[src/rtl/audio_dac_serializer_pkg.sv]
// Shared types for the audio CODEC DAC path: sample width, serializer FSM states, stereo pair layout.
// Pure declarations: no latency and no backpressure of its own.
package audio_pkg;

  localparam int AUDIO_DATA_WIDTH = 24;

  typedef enum logic [1:0] {
    IDLE  = 2'd0,
    LEFT  = 2'd1,
    RIGHT = 2'd2
  } dac_state_e;

  typedef struct packed {
    logic [AUDIO_DATA_WIDTH-1:0] left;
    logic [AUDIO_DATA_WIDTH-1:0] right;
  } stereo_pair_t;

endpackage

[src/rtl/audio_dac_serializer_fifo.sv]
// Generic synchronous FIFO with registered count; pop data is the combinational head entry.
// Push is dropped while full and pop is ignored while empty, so a simultaneous push/pop never corrupts an entry.
module sample_fifo #(
  parameter int WIDTH = 48,
  parameter int DEPTH = 4
) (
  input  logic                       clk,
  input  logic                       rst_n,
  input  logic                       push_vld,
  input  logic [WIDTH-1:0]           push_dat,
  input  logic                       pop_vld,
  output logic [WIDTH-1:0]           pop_dat,
  output logic                       full,
  output logic                       empty,
  output logic [$clog2(DEPTH+1)-1:0] count
);

  localparam int PTR_W = $clog2(DEPTH);
  localparam int CNT_W = $clog2(DEPTH + 1);

  if (DEPTH < 2 || (DEPTH & (DEPTH - 1)) != 0) begin : g_bad_depth
    $error("sample_fifo: DEPTH must be a power of two and at least 2");
  end

  logic [WIDTH-1:0] mem_q [DEPTH];
  logic [WIDTH-1:0] mem_d [DEPTH];
  logic [PTR_W-1:0] wr_ptr_q, wr_ptr_d;
  logic [PTR_W-1:0] rd_ptr_q, rd_ptr_d;
  logic [CNT_W-1:0] count_q, count_d;
  logic             push_ok;
  logic             pop_ok;

  assign full    = (count_q == CNT_W'(DEPTH));
  assign empty   = (count_q == '0);
  assign count   = count_q;
  assign pop_dat = mem_q[rd_ptr_q];
  assign push_ok = push_vld & ~full;
  assign pop_ok  = pop_vld & ~empty;

  // Pointers wrap naturally because DEPTH is a power of two; full/empty come only from the count.
  always_comb begin
    mem_d    = mem_q;
    wr_ptr_d = wr_ptr_q;
    rd_ptr_d = rd_ptr_q;
    count_d  = count_q;
    if (push_ok) begin
      mem_d[wr_ptr_q] = push_dat;
      wr_ptr_d        = wr_ptr_q + 1'b1;
    end
    if (pop_ok) begin
      rd_ptr_d = rd_ptr_q + 1'b1;
    end
    case ({push_ok, pop_ok})
      2'b10:   count_d = count_q + 1'b1;
      2'b01:   count_d = count_q - 1'b1;
      default: count_d = count_q;
    endcase
  end

  always_ff @(posedge clk or negedge rst_n) begin
    if (!rst_n) begin
      mem_q    <= '{default: '0};
      wr_ptr_q <= '0;
      rd_ptr_q <= '0;
      count_q  <= '0;
    end else begin
      mem_q    <= mem_d;
      wr_ptr_q <= wr_ptr_d;
      rd_ptr_q <= rd_ptr_d;
      count_q  <= count_d;
    end
  end

endmodule

[src/rtl/audio_dac_serializer.sv]
// Left-justified stereo DAC serializer slaved to CODEC BCLK/LRCK, oversampled on CLOCK_50; AUD_DACDAT lags a pin BCLK fall by 4 cycles.
// write_ready drops when the pair FIFO is full; an empty FIFO at frame start sends silence and pulses underflow.
module audio_dac_serializer
  import audio_pkg::*;
#(
  parameter int DATA_WIDTH = AUDIO_DATA_WIDTH,
  parameter int FIFO_DEPTH = 4
) (
  input  logic                  CLOCK_50,
  input  logic                  reset_n,
  input  logic                  write,
  input  logic [DATA_WIDTH-1:0] writedata_left,
  input  logic [DATA_WIDTH-1:0] writedata_right,
  output logic                  write_ready,
  input  logic                  AUD_BCLK,
  input  logic                  AUD_DACLRCK,
  output logic                  AUD_DACDAT,
  output logic                  underflow
);

  localparam int PAIR_W = 2 * DATA_WIDTH;
  localparam int CNT_W  = $clog2(FIFO_DEPTH + 1);

  logic [2:0]            bclk_sync_q, bclk_sync_d;
  logic [1:0]            lrck_sync_q, lrck_sync_d;
  logic                  lrck_prev_q, lrck_prev_d;
  logic                  lrck_primed_q, lrck_primed_d;
  dac_state_e            state_q, state_d;
  logic [DATA_WIDTH-1:0] shift_q, shift_d;
  logic [DATA_WIDTH-1:0] hold_q, hold_d;
  logic                  dacdat_q, dacdat_d;

  logic                  bclk_fall;
  logic                  lrck_now;
  logic                  frame_start;
  logic                  right_start;
  logic                  fifo_push;
  logic                  fifo_pop;
  logic                  fifo_full;
  logic                  fifo_empty;
  logic [CNT_W-1:0]      fifo_count;
  logic [PAIR_W-1:0]     fifo_push_dat;
  logic [PAIR_W-1:0]     fifo_pop_dat;

  assign write_ready   = (fifo_count < CNT_W'(FIFO_DEPTH));
  assign fifo_push     = write & ~fifo_full;
  assign fifo_push_dat = {writedata_left, writedata_right};
  assign fifo_pop      = frame_start & ~fifo_empty;
  assign underflow     = frame_start & fifo_empty;
  assign AUD_DACDAT    = dacdat_q;

  sample_fifo #(
    .WIDTH (PAIR_W),
    .DEPTH (FIFO_DEPTH)
  ) u_fifo (
    .clk      (CLOCK_50),
    .rst_n    (reset_n),
    .push_vld (fifo_push),
    .push_dat (fifo_push_dat),
    .pop_vld  (fifo_pop),
    .pop_dat  (fifo_pop_dat),
    .full     (fifo_full),
    .empty    (fifo_empty),
    .count    (fifo_count)
  );

  // The first BCLK fall after reset only records LRCK, so a reset released mid-frame cannot fake a frame start.
  always_comb begin
    bclk_sync_d   = {bclk_sync_q[1:0], AUD_BCLK};
    lrck_sync_d   = {lrck_sync_q[0], AUD_DACLRCK};
    bclk_fall     = bclk_sync_q[2] & ~bclk_sync_q[1];
    lrck_now      = lrck_sync_q[1];
    lrck_prev_d   = bclk_fall ? lrck_now : lrck_prev_q;
    lrck_primed_d = lrck_primed_q | bclk_fall;
    frame_start   = bclk_fall & lrck_primed_q & lrck_now & ~lrck_prev_q;
    right_start   = bclk_fall & lrck_primed_q & ~lrck_now & lrck_prev_q;
  end

  always_comb begin
    state_d  = state_q;
    shift_d  = shift_q;
    hold_d   = hold_q;
    dacdat_d = (state_q != IDLE) & shift_q[DATA_WIDTH-1];

    case (state_q)
      IDLE:    if (frame_start) state_d = LEFT;
      LEFT:    if (right_start) state_d = RIGHT;
      RIGHT:   if (frame_start) state_d = LEFT;
      default: state_d = IDLE;
    endcase

    // A new LRCK edge always reloads, dropping whatever LSBs a short channel period left unsent.
    if (frame_start) begin
      if (fifo_empty) begin
        shift_d = '0;
        hold_d  = '0;
      end else begin
        shift_d = fifo_pop_dat[PAIR_W-1 -: DATA_WIDTH];
        hold_d  = fifo_pop_dat[DATA_WIDTH-1:0];
      end
    end else if (right_start && state_q == LEFT) begin
      shift_d = hold_q;
    end else if (bclk_fall && state_q != IDLE) begin
      shift_d = {shift_q[DATA_WIDTH-2:0], 1'b0};
    end
  end

  always_ff @(posedge CLOCK_50 or negedge reset_n) begin
    if (!reset_n) begin
      bclk_sync_q   <= '0;
      lrck_sync_q   <= '0;
      lrck_prev_q   <= 1'b0;
      lrck_primed_q <= 1'b0;
    end else begin
      bclk_sync_q   <= bclk_sync_d;
      lrck_sync_q   <= lrck_sync_d;
      lrck_prev_q   <= lrck_prev_d;
      lrck_primed_q <= lrck_primed_d;
    end
  end

  always_ff @(posedge CLOCK_50 or negedge reset_n) begin
    if (!reset_n) begin
      state_q  <= IDLE;
      shift_q  <= '0;
      hold_q   <= '0;
      dacdat_q <= 1'b0;
    end else begin
      state_q  <= state_d;
      shift_q  <= shift_d;
      hold_q   <= hold_d;
      dacdat_q <= dacdat_d;
    end
  end

  underflow_single_cycle: assert property (
    @(posedge CLOCK_50) disable iff (!reset_n) underflow |=> !underflow
  );

endmodule
[config.mk]
export PLATFORM = sky130hd
export DESIGN_NAME = audio_dac_serializer
export DESIGN_NICKNAME = d
export VERILOG_FILES = /design/src/rtl/audio_dac_serializer_pkg.sv /design/src/rtl/audio_dac_serializer_fifo.sv /design/src/rtl/audio_dac_serializer.sv
export SDC_FILE = /design/constraint.sdc
export NUM_CORES = 1
export LEC_CHECK = 0
export CAP_MARGIN = 20
export CORE_MARGIN = 5
export CORE_UTILIZATION = 45
export CTS_CLUSTER_SIZE = 20
export DETAILED_ROUTE_END_ITERATION = 7
export HOLD_SLACK_MARGIN = 0.12
export PLACE_DENSITY = 0.65
export REMOVE_ABC_BUFFERS = 1
export SLEW_MARGIN = 0
export SYNTH_ARGS = -nofsm -noshare
export SYNTH_HDL_FRONTEND = slang
export SYNTH_SLANG_ARGS = --single-unit
export TNS_END_PERCENT = 10
[constraint.sdc]
create_clock -name CLOCK_50 -period 4.9 [get_ports CLOCK_50]
set_input_delay 1.47 -clock CLOCK_50 [delete_from_list [all_inputs] [get_ports CLOCK_50]]
set_output_delay 1.47 -clock CLOCK_50 [all_outputs]
set_load 0.005 [all_outputs]
==> run_results.csv, run 1 <==
group,metric,value,unit
place,gp_congestion,0.7120,
route,wl_per_cell,19.74,um
sta,rsz0062_at_grt,"no",
final_layout,num_antenna_cells,0,
cts,cts_tree,"yes",
route,vias_per_cell,5.517,
sta,min_period,3.493,ns
cts,post_cts_buffers,0,
route,drc,0,
yosys,synth.distinct_cells,36,
grt,grt_usage,16.09,%
setup_path,path_cells,"nor3_1 > and3_1 > clkdlybuf4s50_1",
setup_path,crit_path_end_kind,"output port",
yosys,ys_seq_area_share,54.39,%
final_layout,multi_input_area,4882,um2
cts,clock_path_buffers,3,
final_layout,regArea,6436,um2
final_layout,nets,871,
setup_path,required,3.43,ns
grt,antenna_found_initial,0,
sta,hold_violations,0,
floorplan,core_area,25980,um2
final_layout,final_util,51.40,%
route,drtPass1Iterations,4,
route,drt_first_iter_violations,297,
yosys,synthTopCellsByCount,"dfrtp_1, mux2_2, mux2_4",
route,ant_nets,0,
setup_path,crit_arrival,2.02,ns
final_layout,area_delta_synth_final,12.95,%
yosys,syn-cell-area,11820,um2
yosys,syn-instance-count,773,
setup_path,cp_slowest_cell,"clkdlybuf4s50_1",
setup_path,worstSetupPathType,"register to output port",
cts,cts_root_buffer,"clkbuf_16",
sta,tightest_slew,0.9758,ns
yosys,synth_area_leaders,"dfrtp_1, mux2_2, mux2_4",
grt,grt_pass1_wl,38.61,mm
floorplan,io_pins,56,
grt,grt_pass1_vias,6885,
pwr,ir_drop,0.5015,mV
cts,cts_made_buffers,27,
grt,grt_max_degree,112,
yosys,synth_top_area_share,54.39,%
yosys,yosys.area.top_type,"dfrtp_1",
yosys,synthFlopType,"dfrtp_1",
cts,htreeDepth,1,
sta,whs,0.3545,ns
pwr,p_leak,0.005933,uW
route,wl,23.01,mm
floorplan,die_height,172.1,um
cts,clk_pin_slew,0.06,ns
yosys,ys_ff_latch,257,
yosys,synth-edff-count,0,
sta,fmax,286.3,MHz
setup_path,slowest_delay,0.49,ns
floorplan,start_util,45.50,%
cts,cts_resized,0,
route,vias,6433,
floorplan,die_area,29620,um2
place,dp_hpwl,12.56,mm
sta,setup_violations,0,
cts,clk_latency,0.53,ns
run,max_cap_viol_count,0,
sta,drv_slew,0,
pwr,p_per_area,663.7,nW/um2
yosys,syn_area_per_cell,15.30,um2
sta,fin_worst_skew,0.01503,ns
final_layout,drive_gt1_share,36.82,%
grt,grt_overflow,0,
sta,relSlewSlack,34.95,%
setup_path,worstPathMaxFanout,4,
floorplan,die-width,172.1,um
status,status,"completed",
final_layout,fillers,2229,
yosys,async_flop_share,100.0,%
setup_path,start_kind,"register",
yosys,synth_most_common_cell,"dfrtp_1",
yosys,yosysWarnings,0,
hold_path,hp-class,"register to register",
sta,period_share,71.29,%
sta,setup_tns,0,ns
floorplan,fp-row-count,59,
cts,clock-sinks,257,
cts,postCtsHoldBufs,0,
place,portBuffers,55,
==> registers in the layout, indices dropped and copies added (netlist names) <==
name,cells
shift_q,24
u_fifo.mem_q,192
u_fifo.wr_ptr_q,2
lrck_prev_q,1
AUD_DACDAT,1
lrck_sync_q,2
lrck_primed_q,1
u_fifo.rd_ptr_q,2
hold_q,24
u_fifo.count,3
state_q,2
bclk_sync_q,3
==> power by group <==
| part | switching [uW] | leakage (uW) | internal, uW | total (uW) |
|---|---|---|---|---|
| registers | 604 | 0.00303 | 3160 | 3770 |
| clock network | 819 | 0.000448 | 1230 | 2050 |
| logic | 1060 | 0.00245 | 1980 | 3040 |
| total | 2480 | 0.00593 | 6380 | 8860 |
==> logic make-up (layout without fill, tap and decap cells) <==
family / after synthesis / in the layout / share of synthesized area [%]
buffers and inverters: 67 / 125 / 4.487
xor gates and xnor gates: 6 / 6 / 0.4444
adders and majority gates: 6 / 6 / 0.6984
DFF: 257 / 257 / 54.39
muxes: 241 / 241 / 30.05
AOI/OAI and AO/OA: 102 / 102 / 5.841
and+or+nand+nor: 94 / 94 / 4.085
==> layer usage <==
metal  share of wire (%)  track usage, %
met1                  48           24.13
met2                  47           25.40
met3                 3.3           2.263
met4                 1.8           3.213
met5                   0               0
==> placed cells by master, fill, tap and decap left out, drive strengths merged, types with 2 or more instances in the layout <==
cell | netlist | routed
nor3 | 2 | 2
nand2b | 3 | 3
inv | 9 | 10
a21boi | 22 | 22
clkinv | 0 | 5
clkdlybuf4s50 | 0 | 54
dfrtp | 257 | 257
o21ai | 28 | 28
and3 | 25 | 25
mux2 | 192 | 192
clkbuf | 13 | 40
xnor2 | 4 | 4
nor2 | 25 | 25
mux4 | 48 | 48
xor2 | 2 | 2
nand2 | 34 | 34
bufinv | 0 | 2
buf | 45 | 14
a22o | 24 | 24
a31oi | 24 | 24
a21oi | 2 | 2
ha | 5 | 5
nor2b | 2 | 2
==> path summary, 6_finish.rpt <==
| check | slack, ns | startpoint | to | cells after the start |
|---|---|---|---|---|
| min reg2reg | 0.35 | bclk_sync_q[0] | bclk_sync_q[1] | 0 |
| min | 0.35 | bclk_sync_q[0] | bclk_sync_q[1] | 0 |
| max in group asynchronous | 3.03 | reset_n | hold_q[21] | 2 |
| max reg2reg | 2.28 | bclk_sync_q[1] | u_fifo.count[2] | 9 |
| max | 1.41 | u_fifo.count[0] | underflow | 3 |
| min in group asynchronous | 0.98 | reset_n | u_fifo.mem_q[160] | 1 |
==> critical path: cells and delay by family, from the launching register on <==
kind | cells | cell delay, ns
buffers and inverters | 1 | 0.49
AND/OR/NAND/NOR | 2 | 0.59
flip-flops | 1 | 0.42
==> per-stage QoR <==
| stage | total power [uW] | setup WS, ns | std cells | area (um2) |
|---|---|---|---|---|
| global route | 9422 | 1.277 | 1166 | 13360 |
| global placement | 6739 | 1.170 | 1117 | 12430 |
| floorplan | 6102 | 1.564 | 715 | 11330 |
| finish | 8864 | 1.407 | 1166 | 13360 |
| detailed placement | 6849 | 1.150 | 1117 | 12430 |
| CTS | 8954 | 1.349 | 1165 | 13330 |
==> final cells by class <==
cell class | instances | share of cell area (%)
multi-input combinational | 449 | 36.56
clock inverter | 8 | 0.7026
clock buffer | 40 | 6.024
sequential | 257 | 48.19
timing repair buffer | 68 | 5.134
tap | 335 | 3.138
inverter | 9 | 0.2530
Note: power is estimated with default switching activity, not from simulation.
==> run 2, diff against run 1 <==
- clock period: 4.9 -> 3.5 ns (I/O delays scaled with it)
==> run_results.csv, run 2 (same netlist as run 1, synthesis figures left out) <==
group,metric,value,unit
final_layout,layout_common_cells,"dfrtp_1, mux2_2, mux2_4",
setup_path,required,2.45,ns
setup_path,worstRegToRegCells,5,
final_layout,largest_register,"u_fifo.mem_q",
floorplan,io_pins,56,
route,vias,6472,
floorplan,start_util,45.50,%
setup_path,crit_buf_inv,1,
route,drtPass1Iterations,4,
sta,setup_tns,0,ns
pwr,ir_drop,0.4619,mV
setup_path,worstReg2RegEnd,"shift_q[12]",
final_layout,num_antenna_cells,0,
place,gp_congestion,0.7021,
final_layout,reg_top3,"u_fifo.mem_q x192, hold_q x24, shift_q x24",
grt,antenna_found_initial,0,
sta,period_share,88.41,%
sta,whs,0.3587,ns
route,vias_per_cell,5.517,
cts,post_cts_buffers,0,
final_layout,layout.cells.non_filler,1173,
grt,grt_usage,16.24,%
pwr,p_per_area,921.3,nW/um2
grt,grt_max_degree,78,
hold_path,worstHoldStart,"lrck_sync_q[0]",
route,ant_nets,0,
place,placed_cells,1127,
cts,clock-sinks,257,
setup_path,cp_slowest_cell,"clkdlybuf4s50_1",
cts,cts_made_buffers,27,
cts,cts_resized,0,
setup_path,crit_arrival,2.04,ns
final_layout,area_delta_synth_final,13.99,%
setup_path,worstSetupPathType,"register to output port",
grt,grt_pass1_wl,38.52,mm
setup_path,path_cells,"nor3_1 > and3_1 > clkdlybuf4s50_1",
sta,tightest_slew,0.8033,ns
sta,drv_slew,0,
cts,clock_path_buffers,3,
run,max_cap_viol_count,0,
final_layout,drive_gt1_share,37.11,%
setup_path,critical-path-top-delay-family,"simple AND/OR/NAND/NOR gates",
route,drt_first_iter_violations,331,
final_layout,nets,880,
hold_path,hold-path-endpoint,"lrck_sync_q[1]",
floorplan,fp-row-count,59,
setup_path,reg2reg_setup_slack,1.43,ns
cts,clk_latency,0.53,ns
floorplan,die_area,29620,um2
cts,cts_tree,"yes",
status,status,"completed",
setup_path,start_kind,"register",
setup_path,slowest_delay,0.50,ns
hold_path,hp-class,"register to register",
floorplan,core_area,25980,um2
sta,hold_violations,0,
cts,htreeDepth,1,
setup_path,crit_path_end_kind,"output port",
sta,fmax,323.2,MHz
sta,fin_worst_skew,0.01111,ns
pwr,p_leak,0.005981,uW
grt,grt_overflow,0,
cts,cts_root_buffer,"clkbuf_16",
cts,clk_pin_slew,0.06,ns
final_layout,largest_reg_flops,192,
floorplan,die_height,172.1,um
sta,relSlewSlack,46.44,%
place,portBuffers,55,
sta,min_period,3.094,ns
sta,setup_violations,0,
place,dp_hpwl,13.66,mm
final_layout,final_common_cell,"dfrtp_1",
route,wl_per_cell,19.91,um
route,drc,0,
grt,grt_pass1_vias,6836,
sta,rsz0062_at_grt,"no",
cts,postCtsHoldBufs,0,
hold_path,hold_depth,0,
setup_path,worstPathMaxFanout,4,
setup_path,timing.rr.start,"bclk_sync_q[1]",
route,wl,23.36,mm
floorplan,die-width,172.1,um
## run 2: changes by cell type in the layout (fill, tap and decap cells not counted), moves of 2 or more
cell        change
buf_12          +9
clkbuf_8        -3
clkbuf_1        +2
clkinv_2        -2
clkinvlp_4      +2
## run 2: report_power, final
| group | total [uW] | leakage (uW) | switching (uW) | internal, uW |
|---|---|---|---|---|
| Combinational | 4320 | 0.00253 | 1490 | 2830 |
| Sequential | 5290 | 0.00303 | 856 | 4430 |
| Clock | 2810 | 0.000417 | 1150 | 1660 |
| Total | 12400 | 0.00598 | 3500 | 8920 |
## run 2: final cells by class
type	count	area, um2
fill	2179	12510
sequential	257	6436
multi-input combinational	449	4882
timing repair buffer	77	845.8
clock buffer	39	770.7
tap	335	419.2
clock inverter	7	90.09
inverter	9	33.78
## run 2: worst max-delay path by stage
stage                     cells past startpoint         endpoint       startpoint
after floorplan                               8  u_fifo.count[2]   bclk_sync_q[1]
after CTS                                     3        underflow  u_fifo.count[0]
after global placement                        9  u_fifo.count[2]            write
final                                         3        underflow  u_fifo.count[0]
after global routing                          3        underflow  u_fifo.count[0]
after detailed placement                      7  u_fifo.count[1]            write
## run 2: stage by stage
stage          util (%)  setup WS (ns)  total power (uW)  instance area [um2]
2_1_floorplan         -         0.1644              8542                11330
3_3_place_gp      48.56         0.6434              9559                12620
3_5_place_dp      48.56         0.6127              9698                12620
4_1_cts           51.87         0.3892             12560                13480
5_1_grt           51.87         0.2995             13160                13480
6_report          51.87         0.4057             12420                13480
## run 2: layer usage
metal | up-vias | GRT usage (%) | part of all wire [%]
met2 | 93 | 25.30 | 46
met5 | - | 0 | 0
li1 | 2930 | - | -
met3 | 28 | 2.492 | 3.4
met4 | 0 | 3.486 | 1.7
met1 | 3421 | 24.40 | 49
